[config.mk]
export PLATFORM = sky130hd
export DESIGN_NAME = mmu_feeder_nxn
export DESIGN_NICKNAME = d
export VERILOG_FILES = /design/src/rtl/mmu_feeder_nxn.sv
export SDC_FILE = /design/constraint.sdc
export NUM_CORES = 1
export LEC_CHECK = 0
export ABC_AREA = 1
export CAP_MARGIN = 15
export CORE_MARGIN = 5
export CORE_UTILIZATION = 40
export CTS_BUF_LIST = sky130_fd_sc_hd__clkbuf_8
export CTS_CLUSTER_SIZE = 25
export DETAILED_ROUTE_END_ITERATION = 12
export HOLD_SLACK_MARGIN = 0.03
export PLACE_DENSITY = 0.77
export REMOVE_ABC_BUFFERS = 1
export SYNTH_ARGS = -nofsm -noshare
export SYNTH_HDL_FRONTEND = slang
export SYNTH_SLANG_ARGS = --single-unit
export TNS_END_PERCENT = 50
[constraint.sdc]
create_clock -name clk -period 2.75 [get_ports clk]
set_input_delay 0.275 -clock clk [delete_from_list [all_inputs] [get_ports clk]]
set_output_delay 0.275 -clock clk [all_outputs]
set_load 0.03 [all_outputs]
[src/rtl/mmu_feeder_nxn.sv]
// Feeder for an N x N systolic MMU: snapshots A/B, streams them in with diagonal
// skew, waits for the array to drain, then returns results to the host one element per beat.
module mmu_feeder_nxn #(
    parameter int N   = 2,
    parameter int DW  = 8,
    parameter int CW  = 8,
    parameter int LAT = 2
) (
    input  logic                    clk,
    input  logic                    rst,
    input  logic                    en,
    input  logic                    start,
    input  logic [N*N-1:0][DW-1:0]  weight,
    input  logic [N*N-1:0][DW-1:0]  inputs,
    input  logic [N*N-1:0][CW-1:0]  c,
    output logic                    busy,
    output logic                    clear,
    output logic [N-1:0][DW-1:0]    a_data,
    output logic [N-1:0][DW-1:0]    b_data,
    output logic                    host_valid,
    input  logic                    host_ready,
    output logic [CW-1:0]           host_outdata,
    output logic                    host_last,
    output logic                    done
);

    localparam int KW = $clog2(2*N-1);
    localparam int IW = $clog2(N*N);
    localparam int WW = (LAT > 0) ? $clog2(LAT+1) : 1;

    typedef enum logic [2:0] {IDLE, CLEAR, FEED, WAIT, OUT} state_t;

    state_t                   state_q, state_n;
    logic [KW-1:0]            k_q, k_n;
    logic [IW-1:0]            idx_q, idx_n;
    logic [WW-1:0]            wcnt_q, wcnt_n;
    logic [N*N-1:0][DW-1:0]   a_q, a_n, b_q, b_n;
    logic [N*N-1:0][CW-1:0]   snap_q, snap_n;
    logic                     busy_n, clear_n, valid_n, last_n, done_n, go_out;
    logic [N-1:0][DW-1:0]     a_data_n, b_data_n;
    logic [CW-1:0]            outdata_n;

    // Row i sees A[i][k-i]; lanes outside the diagonal band carry zero.
    function automatic logic [N-1:0][DW-1:0] skew_a(input logic [N*N-1:0][DW-1:0] m, input int kk);
        logic [N-1:0][DW-1:0] r;
        r = '0;
        for (int i = 0; i < N; i++)
            for (int d = 0; d < N; d++)
                if (d == kk - i) r[i] = m[IW'(i*N + d)];
        return r;
    endfunction

    // Column j sees B[k-j][j].
    function automatic logic [N-1:0][DW-1:0] skew_b(input logic [N*N-1:0][DW-1:0] m, input int kk);
        logic [N-1:0][DW-1:0] r;
        r = '0;
        for (int j = 0; j < N; j++)
            for (int d = 0; d < N; d++)
                if (d == kk - j) r[j] = m[IW'(d*N + j)];
        return r;
    endfunction

    always_comb begin
        state_n   = state_q;
        k_n       = k_q;
        idx_n     = idx_q;
        wcnt_n    = wcnt_q;
        a_n       = a_q;
        b_n       = b_q;
        snap_n    = snap_q;
        clear_n   = 1'b0;
        a_data_n  = '0;
        b_data_n  = '0;
        valid_n   = 1'b0;
        last_n    = 1'b0;
        done_n    = 1'b0;
        outdata_n = host_outdata;
        go_out    = 1'b0;
        case (state_q)
            IDLE: if (start) begin
                a_n     = inputs;
                b_n     = weight;
                clear_n = 1'b1;
                state_n = CLEAR;
            end
            CLEAR: begin
                k_n      = '0;
                a_data_n = skew_a(a_q, 0);
                b_data_n = skew_b(b_q, 0);
                state_n  = FEED;
            end
            FEED: begin
                if (int'(k_q) == 2*N-2) begin
                    if (LAT == 0) go_out = 1'b1;
                    else begin
                        wcnt_n  = '0;
                        state_n = WAIT;
                    end
                end else begin
                    k_n      = k_q + 1'b1;
                    a_data_n = skew_a(a_q, int'(k_q) + 1);
                    b_data_n = skew_b(b_q, int'(k_q) + 1);
                end
            end
            WAIT: begin
                if (int'(wcnt_q) == LAT - 1) go_out = 1'b1;
                else wcnt_n = wcnt_q + 1'b1;
            end
            OUT: begin
                valid_n = 1'b1;
                last_n  = host_last;
                if (host_ready) begin
                    if (int'(idx_q) == N*N-1) begin
                        valid_n = 1'b0;
                        last_n  = 1'b0;
                        done_n  = 1'b1;
                        state_n = IDLE;
                    end else begin
                        idx_n     = idx_q + 1'b1;
                        outdata_n = snap_q[idx_n];
                        last_n    = (int'(idx_n) == N*N-1);
                    end
                end
            end
            default: state_n = IDLE;
        endcase
        // First beat comes straight from c since the snapshot lands on this same edge.
        if (go_out) begin
            snap_n    = c;
            idx_n     = '0;
            valid_n   = 1'b1;
            outdata_n = c[0];
            state_n   = OUT;
        end
        busy_n = (state_n != IDLE);
    end

    always_ff @(posedge clk) begin
        if (rst) begin
            state_q      <= IDLE;
            k_q          <= '0;
            idx_q        <= '0;
            wcnt_q       <= '0;
            a_q          <= '0;
            b_q          <= '0;
            snap_q       <= '0;
            busy         <= 1'b0;
            clear        <= 1'b0;
            a_data       <= '0;
            b_data       <= '0;
            host_valid   <= 1'b0;
            host_outdata <= '0;
            host_last    <= 1'b0;
            done         <= 1'b0;
        end else if (en) begin
            state_q      <= state_n;
            k_q          <= k_n;
            idx_q        <= idx_n;
            wcnt_q       <= wcnt_n;
            a_q          <= a_n;
            b_q          <= b_n;
            snap_q       <= snap_n;
            busy         <= busy_n;
            clear        <= clear_n;
            a_data       <= a_data_n;
            b_data       <= b_data_n;
            host_valid   <= valid_n;
            host_outdata <= outdata_n;
            host_last    <= last_n;
            done         <= done_n;
        end
    end

endmodule
[Yosys cells after proc, flatten, opt, wreduce, memory -nomap -nowiden]
Cells that the tools add are included.
Storage, ports and cells
  register bits: 118
  bits of input ports: 101
  output and inout port bits: 45
  logic and storage cells: 104
Cells by class
  $add $sub $neg: 5
  magnitude comparators: 1
  equality and inequality tests: 15
  mux-type cells: 47
  reduce and logical (&&, ||, !) cells: 14
Operators with widths (number)
  $mux W8: 13
  $logic_not A32 Y1: 2
  $pmux W16 S2: 2
  $mux W16: 2
  $bmux W8 S2: 1
  $mux W3: 5
  $pmux W3 S5: 1
  $mux W1: 14
  $mux W2: 7
  $ne A2 B2 Y1 const B: 5
  $pmux W2 S2: 2
  $reduce_and A4 Y1: 2
  $reduce_bool A2 Y1: 4
  $add A2 B1 Y2 const B: 3
  $eq A3 B2 Y1 const B: 2
  $reduce_and A3 Y1: 2
  $eq A2 B1 Y1 const B: 2
  $eq A2 B2 Y1 const B: 2
  $eq A2 B4 Y1 const A: 1
  $reduce_and A2 Y1: 2
  $sub A3 B1 Y4 const B: 1
  $add A2 B1 Y3 const B: 1
  $eq A1 B3 Y1 const A: 1
  $eq A3 B1 Y1 const B: 1
  4 further kinds: 4

[Logic depth before layout (Yosys ltp)]
Gate-level depths: netlist (run 1).
  depth in word-level cells: 7
  mapped depth: 11

[Worst setup path before layout (run 1)]
Ideal clock, no wire load.
  kind: reg2reg
  from: register idx_q[0]
  to: register host_outdata[0]
  arrival time: 1.788 ns
  data required time: 2.686 ns
  setup slack: 0.898 ns
  cell stages (with the launch flop): 12
  path buffers: 3
  period minus slack after synthesis: 1.852 ns
  cells stage by stage: dfxtp_1 buf_2 inv_1 clkbuf_1 ha_1 buf_2 clkinv_1 nor2_1 o21ai_0 a21oi_1 nor2_1 nor2_1
On the way
  longest elaborated chain between the ends: 7
  elaborated cells between the ends (all ways): 10
RTL lines
  from (decl): line 35  | logic [IW-1:0] idx_q, idx_n;
  from (signal assigned): line 158  | idx_q <= idx_n;
  $add A2 B1 Y2: line 119  | idx_n = idx_q + 1'b1;
  $bmux W8 S2: line 120  | outdata_n = snap_q[idx_n];
  $mux W8 (implied by the code): line 120
  $mux W8: line 113  | if (int'(idx_q) == N*N-1) begin
  $mux W8: line 112  | if (host_ready) begin
  $mux W8: line 79  | case (state_q)
  $mux W8: line 128  | if (go_out) begin
  to (signal assigned): line 168  | host_outdata <= outdata_n;
  to (decl): line 22  | output logic [CW-1:0] host_outdata,
Parallel ways exist; a longest one is shown, timed or not. The select of a mux whose other input is x is not followed.
A chain may end at the register's enable or synchronous reset.

[Worst setup path in the final report (run 1)]
  from: register state_q[1]
  to: register snap_q[25] in the netlist's numbering
On the way
  longest elaborated chain between the ends: 3
RTL lines
  from (decl): line 33  | state_t state_q, state_n;
  from (signal assigned): line 156  | state_q <= state_n;
  $eq A3 B2 Y1: line 79
  $mux W1: line 79
  $reduce_and A2 Y1 (no source line)
  to (signal assigned): line 162  | snap_q <= snap_n;
  to (decl): line 38  | logic [N*N-1:0][CW-1:0] snap_q, snap_n;
No other way between the ends.

==> results_dict.tcl, run 1 <==
set metrics [dict create \
    fin_worst_skew_ns 0.01010 \
    slew_viol_final 0 \
    yosys_warnings 0 \
    path_class "register to register" \
    die_w_um 120.0 \
    track_usage_pct 16.30 \
    critPathSlowestCell "dfxtp_1" \
    status "finished, final reports clean" \
    hold_viol 0 \
    hp-start "b_q[2]" \
    final_net_count 879 \
    setup-tns-final_ns 0 \
    gp_congestion 0.7955 \
    synth_top_family_by_area "simple AND/OR/NAND/NOR gates" \
    overflow 0 \
    die_area_sq_um 14390 \
    rsz0062_at_grt "no" \
    numCtsBuffers 9 \
    antenna_left 0 \
    slowest_delay_ns 0.50 \
    synth_area_sq_um 4836 \
    clock-sinks 110 \
    yosysTopAreaCellShare_pct 45.54 \
    total_power_mw 3.002 \
    required_ns 3.06 \
    hold_path_depth 2 \
    drt_wl_total_um 11770 \
    clock_latency_ns 0.36 \
    fin_ws_ns 0.7607 \
    fin_crit_ns 1.989 \
    via_per_inst 4.798 \
    routedWlPerCell_um 12.75 \
    synth-compound-area-share_pct 18.27 \
    whs_endpoint "b_q[2]" \
    synth_xor_area_share_pct 0 \
    pre_cts_ws_ns 0.6778 \
    fmax_ghz 0.5027 \
    clkTransAtPathRegs_ns 0.10 \
    postCtsSetupBuffers 0 \
    synthSimpleGateAreaFrac_pct 23.88 \
    ctsResizeCount 0 \
    finalSetupViolCount 0 \
    crit_top_cell "nor2_1" \
    hp-class "register to register" \
    worstSetupEndpointType "register" \
    r2r-start "state_q[1]" \
    ys_ff_latch 110 \
    cts_tree "yes" \
    area_growth_pct 27.40 \
    synth_edf_count 0 \
    synth_common_cells "134 x nor2_1, 110 x dfxtp_1, 93 x nand2_1" \
    grt_pass1_vias 4092 \
    core_sq_um 11910 \
    final_util_pct 51.72 \
    cts_root_buf "clkbuf_8" \
    p_leak_nw 2.360 \
    start_kind "register" \
    ys_top_cells_by_area "dfxtp_1 46%, nor2_1 10%, o21ai_0 8.0%" \
    synth_ff_type "dfxtp_1" \
    synthAdderAreaFrac_pct 2.070 \
    vdd_drop_max_mv 0.2493 \
    cp_max_fo 35 \
    r2r_cells 6 \
    layout-drive-gt1-share_pct 5.161 \
    regToRegSetupSlack_ns 0.76 \
    synthCells 683 \
    ctsLongestPathBuffers 2 \
    vias 4429 \
    cap_violations 0 \
    dr.pass1.iters 4 \
    relSlewSlack_pct 56.60 \
    worstPathCellList "nand3_4 -> nor2_8 -> nand2_4 -> inv_2 -> nor2_1 -> nor2_1" \
    cts_hold_buf 0 \
    synth-seq-area-share_pct 45.54 \
    yosys.area.top_type "dfxtp_1" \
    tightest_slew_ns 0.6501 \
    num_rows 40 \
    drcViolationCount 0 \
    postSynthAreaPerCell_sq_um 7.080 \
    arrival_ns 2.30 \
    synth_mux_area_share_pct 0 \
    dp_hpwl_um 7997 \
    io_buffers 105 \
    grt_max_degree 66 \
    grt_first_pass_wirelength_um 19410 \
    io-pin-count 146 \
    r2r-end "snap_q[25]" \
    ys_types 28 \
    antenna_found_initial 0 \
    first_iter_violations 284 \
    layout_worst_path_cycle_share_pct 72.34 \
    htreeDepth 3 \
    initial_utilization_pct 40.60 \
    synth_most_common_cell "nor2_1" \
    async_flop_share_pct 0 \
    cellPowerDensity_nw_per_um2 487.2 \
    dieHeight_um 120.0 \
]
-- worst max path at each step --
stage / start / to / slack, ns / cells past startpoint
after global routing: state_q[1] / snap_q[7] / 0.54 / 6
after detailed placement: en / snap_q[25] / 0.68 / 5
after global placement: en / snap_q[24] / 0.69 / 5
after floorplan: state_q[0] / a_q[0] / 0.37 / 4
after CTS: state_q[1] / snap_q[25] / 0.71 / 6
final: state_q[1] / snap_q[25] / 0.76 / 6
-- sequential cells by signal, indices dropped and copies added (netlist names) --
| signal | count |
|---|---|
| state_q | 3 |
| b_q | 16 |
| done | 1 |
| b_data | 16 |
| host_outdata | 8 |
| host_valid | 1 |
| snap_q | 32 |
| idx_q | 2 |
| host_last | 1 |
| wcnt_q | 2 |
| clear | 1 |
| k_q | 2 |
| a_q | 16 |
| busy | 1 |
| a_data | 8 |
-- worst max-delay path, delay by kind of cell, from the launching register on --
kind                   cells  cell delay, ns
and+or+nand+nor            5            0.93
DFF                        1            0.50
buffers and inverters      1            0.50
-- stage by stage --
step | hold slack [ns] | cell area, sq um | std cells
2_1_floorplan | 0.3441 | 4614 | 643
3_3_place_gp | 0.4304 | 5957 | 906
3_5_place_dp | 0.4363 | 5957 | 906
4_1_cts | 0.4519 | 6158 | 922
5_1_grt | 0.4766 | 6158 | 922
6_report | 0.4464 | 6161 | 923
-- layer usage --
metal / vias to the layer above / track usage, % / wire length [um]
met5: - / 0 / 0
met4: 0 / 3.937 / 71
met3: 4 / 5.372 / 1000
met2: 117 / 26.45 / 5276
met1: 1965 / 20.98 / 5420
li1: 2343 / - / -
-- power breakdown --
group	internal (mW)	switching (mW)
combinational	0.161	0.196
sequential	1.64	0.0272
clock	0.464	0.515
-- final cells by class --
| type | instances | area (sq um) |
|---|---|---|
| diodes | 1 | 2.502 |
| clock buffers | 11 | 151.4 |
| clock inverters | 5 | 50.05 |
| fillers | 1188 | 5751 |
| inverters | 65 | 244.0 |
| multi-input cells | 468 | 2168 |
| flip-flops and latches | 110 | 2202 |
| well taps | 147 | 183.9 |
| repair buffers | 116 | 1159 |
-- placed cells by master (no fill, tap or decap), drive strengths merged, types with 2 or more instances in the layout --
cell           instances
nor2                 138
dfxtp                110
clkdlybuf4s50        105
o21ai                 99
nand2                 96
a21oi                 76
inv                   66
nand3                 39
clkbuf                11
buf                   11
ha                     8
conb                   8
nand4                  2
clkinv                 2
-- kinds of logic after synthesis --
family	Yosys count
and+or+nand+nor	276
AOI/OAI and AO/OA	176
buffers and inverters	112
DFF	110
adders and majority gates	8
other	1
No activity file was read; power rests on OpenSTA's default activity.
==> run 2, diff against run 1 <==
clock period = 1.9 ns   (was 2.75 ns; I/O delays follow)
==> run 2 against run 1 <==
  * Total power grew 58%
  * Sequential share of layout area down 0.59 points
  * Sequential power increased by 44%
  * Die area unchanged
  * Critical path type is now register to primary output
  * Highest routed layer unchanged
==> results_dict.tcl, run 2 (synthesis results as in run 1) <==
set metrics [dict create \
    grt_max_degree 66 \
    rsz0062_at_grt "no" \
    die_area_sq_um 14390 \
    final_net_count 884 \
    cp_max_fo 2 \
    first_iter_violations 355 \
    antenna_found_initial 0 \
    dr.pass1.iters 7 \
    postCtsSetupBuffers 0 \
    io-pin-count 146 \
    critPathTopFamily "buffers and inverters" \
    hold_viol 0 \
    layout-drive-gt1-share_pct 6.026 \
    gp_congestion 0.7744 \
    htreeDepth 3 \
    area_growth_pct 29.55 \
    final_common_cell "nor2_1" \
    vias 4513 \
    clock_latency_ns 0.37 \
    arrival_ns 1.44 \
    crit_buf_inv 1 \
    worstSetupEndpointType "primary output" \
    dieHeight_um 120.0 \
    fmax_ghz 0.6137 \
    worstPathCellList "clkdlybuf4s50_1" \
    die_w_um 120.0 \
    ctsLongestPathBuffers 2 \
    drcViolationCount 0 \
    numCtsBuffers 9 \
    grt_first_pass_wirelength_um 19370 \
    dp_hpwl_um 7858 \
    cts_hold_buf 0 \
    finalSetupViolCount 0 \
    fin_worst_skew_ns 0.005370 \
    largest_register "snap_q" \
    overflow 0 \
    status "finished, final reports clean" \
    antenna-diode-count 0 \
    grt_pass1_vias 4063 \
    fin_crit_ns 1.629 \
    drt_wl_total_um 11750 \
    largest_register_ffs 32 \
    ctsResizeCount 0 \
    total_power_mw 4.750 \
    path_class "register to primary output" \
    holdWs_ns 0.4139 \
    cts_root_buf "clkbuf_8" \
    track_usage_pct 16.42 \
    clock-sinks 110 \
    num_rows 40 \
    cap_violations 0 \
    required_ns 1.71 \
    slew_viol_final 0 \
    antenna_left 0 \
    vdd_drop_max_mv 0.4962 \
    tightest_slew_ns 0.5866 \
    hp-class "input pin to register" \
    critPathSlowestCell "clkdlybuf4s50_1" \
    place_area_sq_um 5995 \
    io_buffers 105 \
    start_kind "register" \
    final_cell_mix "134 x nor2_1, 110 x dfxtp_1, 105 x clkdlybuf4s50_1" \
    p_leak_nw 2.410 \
    final_area_sq_um 6265 \
    cts_tree "yes" \
    cellPowerDensity_nw_per_um2 758.3 \
    core_sq_um 11910 \
    clkTransAtPathRegs_ns 0.10 \
    initial_utilization_pct 40.60 \
    routedWlPerCell_um 12.68 \
    slowest_delay_ns 0.72 \
    layout_worst_path_cycle_share_pct 85.76 \
    via_per_inst 4.868 \
    relSlewSlack_pct 60.89 \
]
[run 2: cell types whose count changed in the layout (fill, tap and decap cells not counted), sizes merged]
cell,previous run,this run
diode,1,0
buf,11,16
clkbuf,11,10
inv,66,64
bufinv,1,4
[run 2: final timing paths]
kind                         from               to  slack, ns  cells past startpoint
setup / recovery  host_outdata[4]  host_outdata[4]       0.27                      1
hold / removal              c[16]       snap_q[16]       0.41                      3
setup reg to reg           k_q[0]        a_data[5]       0.31                      8
hold reg to reg           b_q[13]          b_q[13]       0.45                      2
[run 2: power by group]
part	internal, mW	total (mW)	switching [mW]
Sequential	2.37	2.41	0.0385
Combinational	0.235	0.517	0.282
Clock	1.04	1.82	0.781
Total	3.65	4.75	1.10
[run 2: cell type report]
type | count | area, sq um
fillers | 1181 | 5647
flip-flops and latches | 110 | 2202
multi-input cells | 468 | 2168
repair buffers | 121 | 1196
inverters | 65 | 244.0
well taps | 147 | 183.9
clock buffers | 10 | 137.6
clock inverters | 6 | 132.6
[run 2: metal layers]
| metal | wire length, um | vias to the layer above | share of wire (%) | GRT usage, % |
|---|---|---|---|---|
| met1 | 5436 | 2013 | 46 | 21.35 |
| met5 | 0 | - | 0 | 0 |
| met3 | 930 | 11 | 7.9 | 5.137 |
| met4 | 116 | 0 | 0.99 | 4.009 |
| li1 | - | 2357 | - | - |
| met2 | 5271 | 132 | 45 | 26.55 |
[run 2: metrics by stage]
step | util, % | instances | setup TNS (ns) | setup slack [ns]
after floorplan | - | 643 | -16.70 | -0.4848
after global placement | 50.33 | 911 | 0 | 0.2479
after detailed placement | 50.33 | 911 | 0 | 0.2183
after CTS | 52.59 | 927 | 0 | 0.2465
after global routing | 52.59 | 927 | 0 | 0.05411
final | 52.59 | 927 | 0 | 0.2706
==> run 3, diff against run 2 <==
ABC_CLOCK_PERIOD_IN_PS = 1900   (was default)
==> results of run 3 <==
Same layout as run 2: the final DEF is identical, and so are final timing and power.
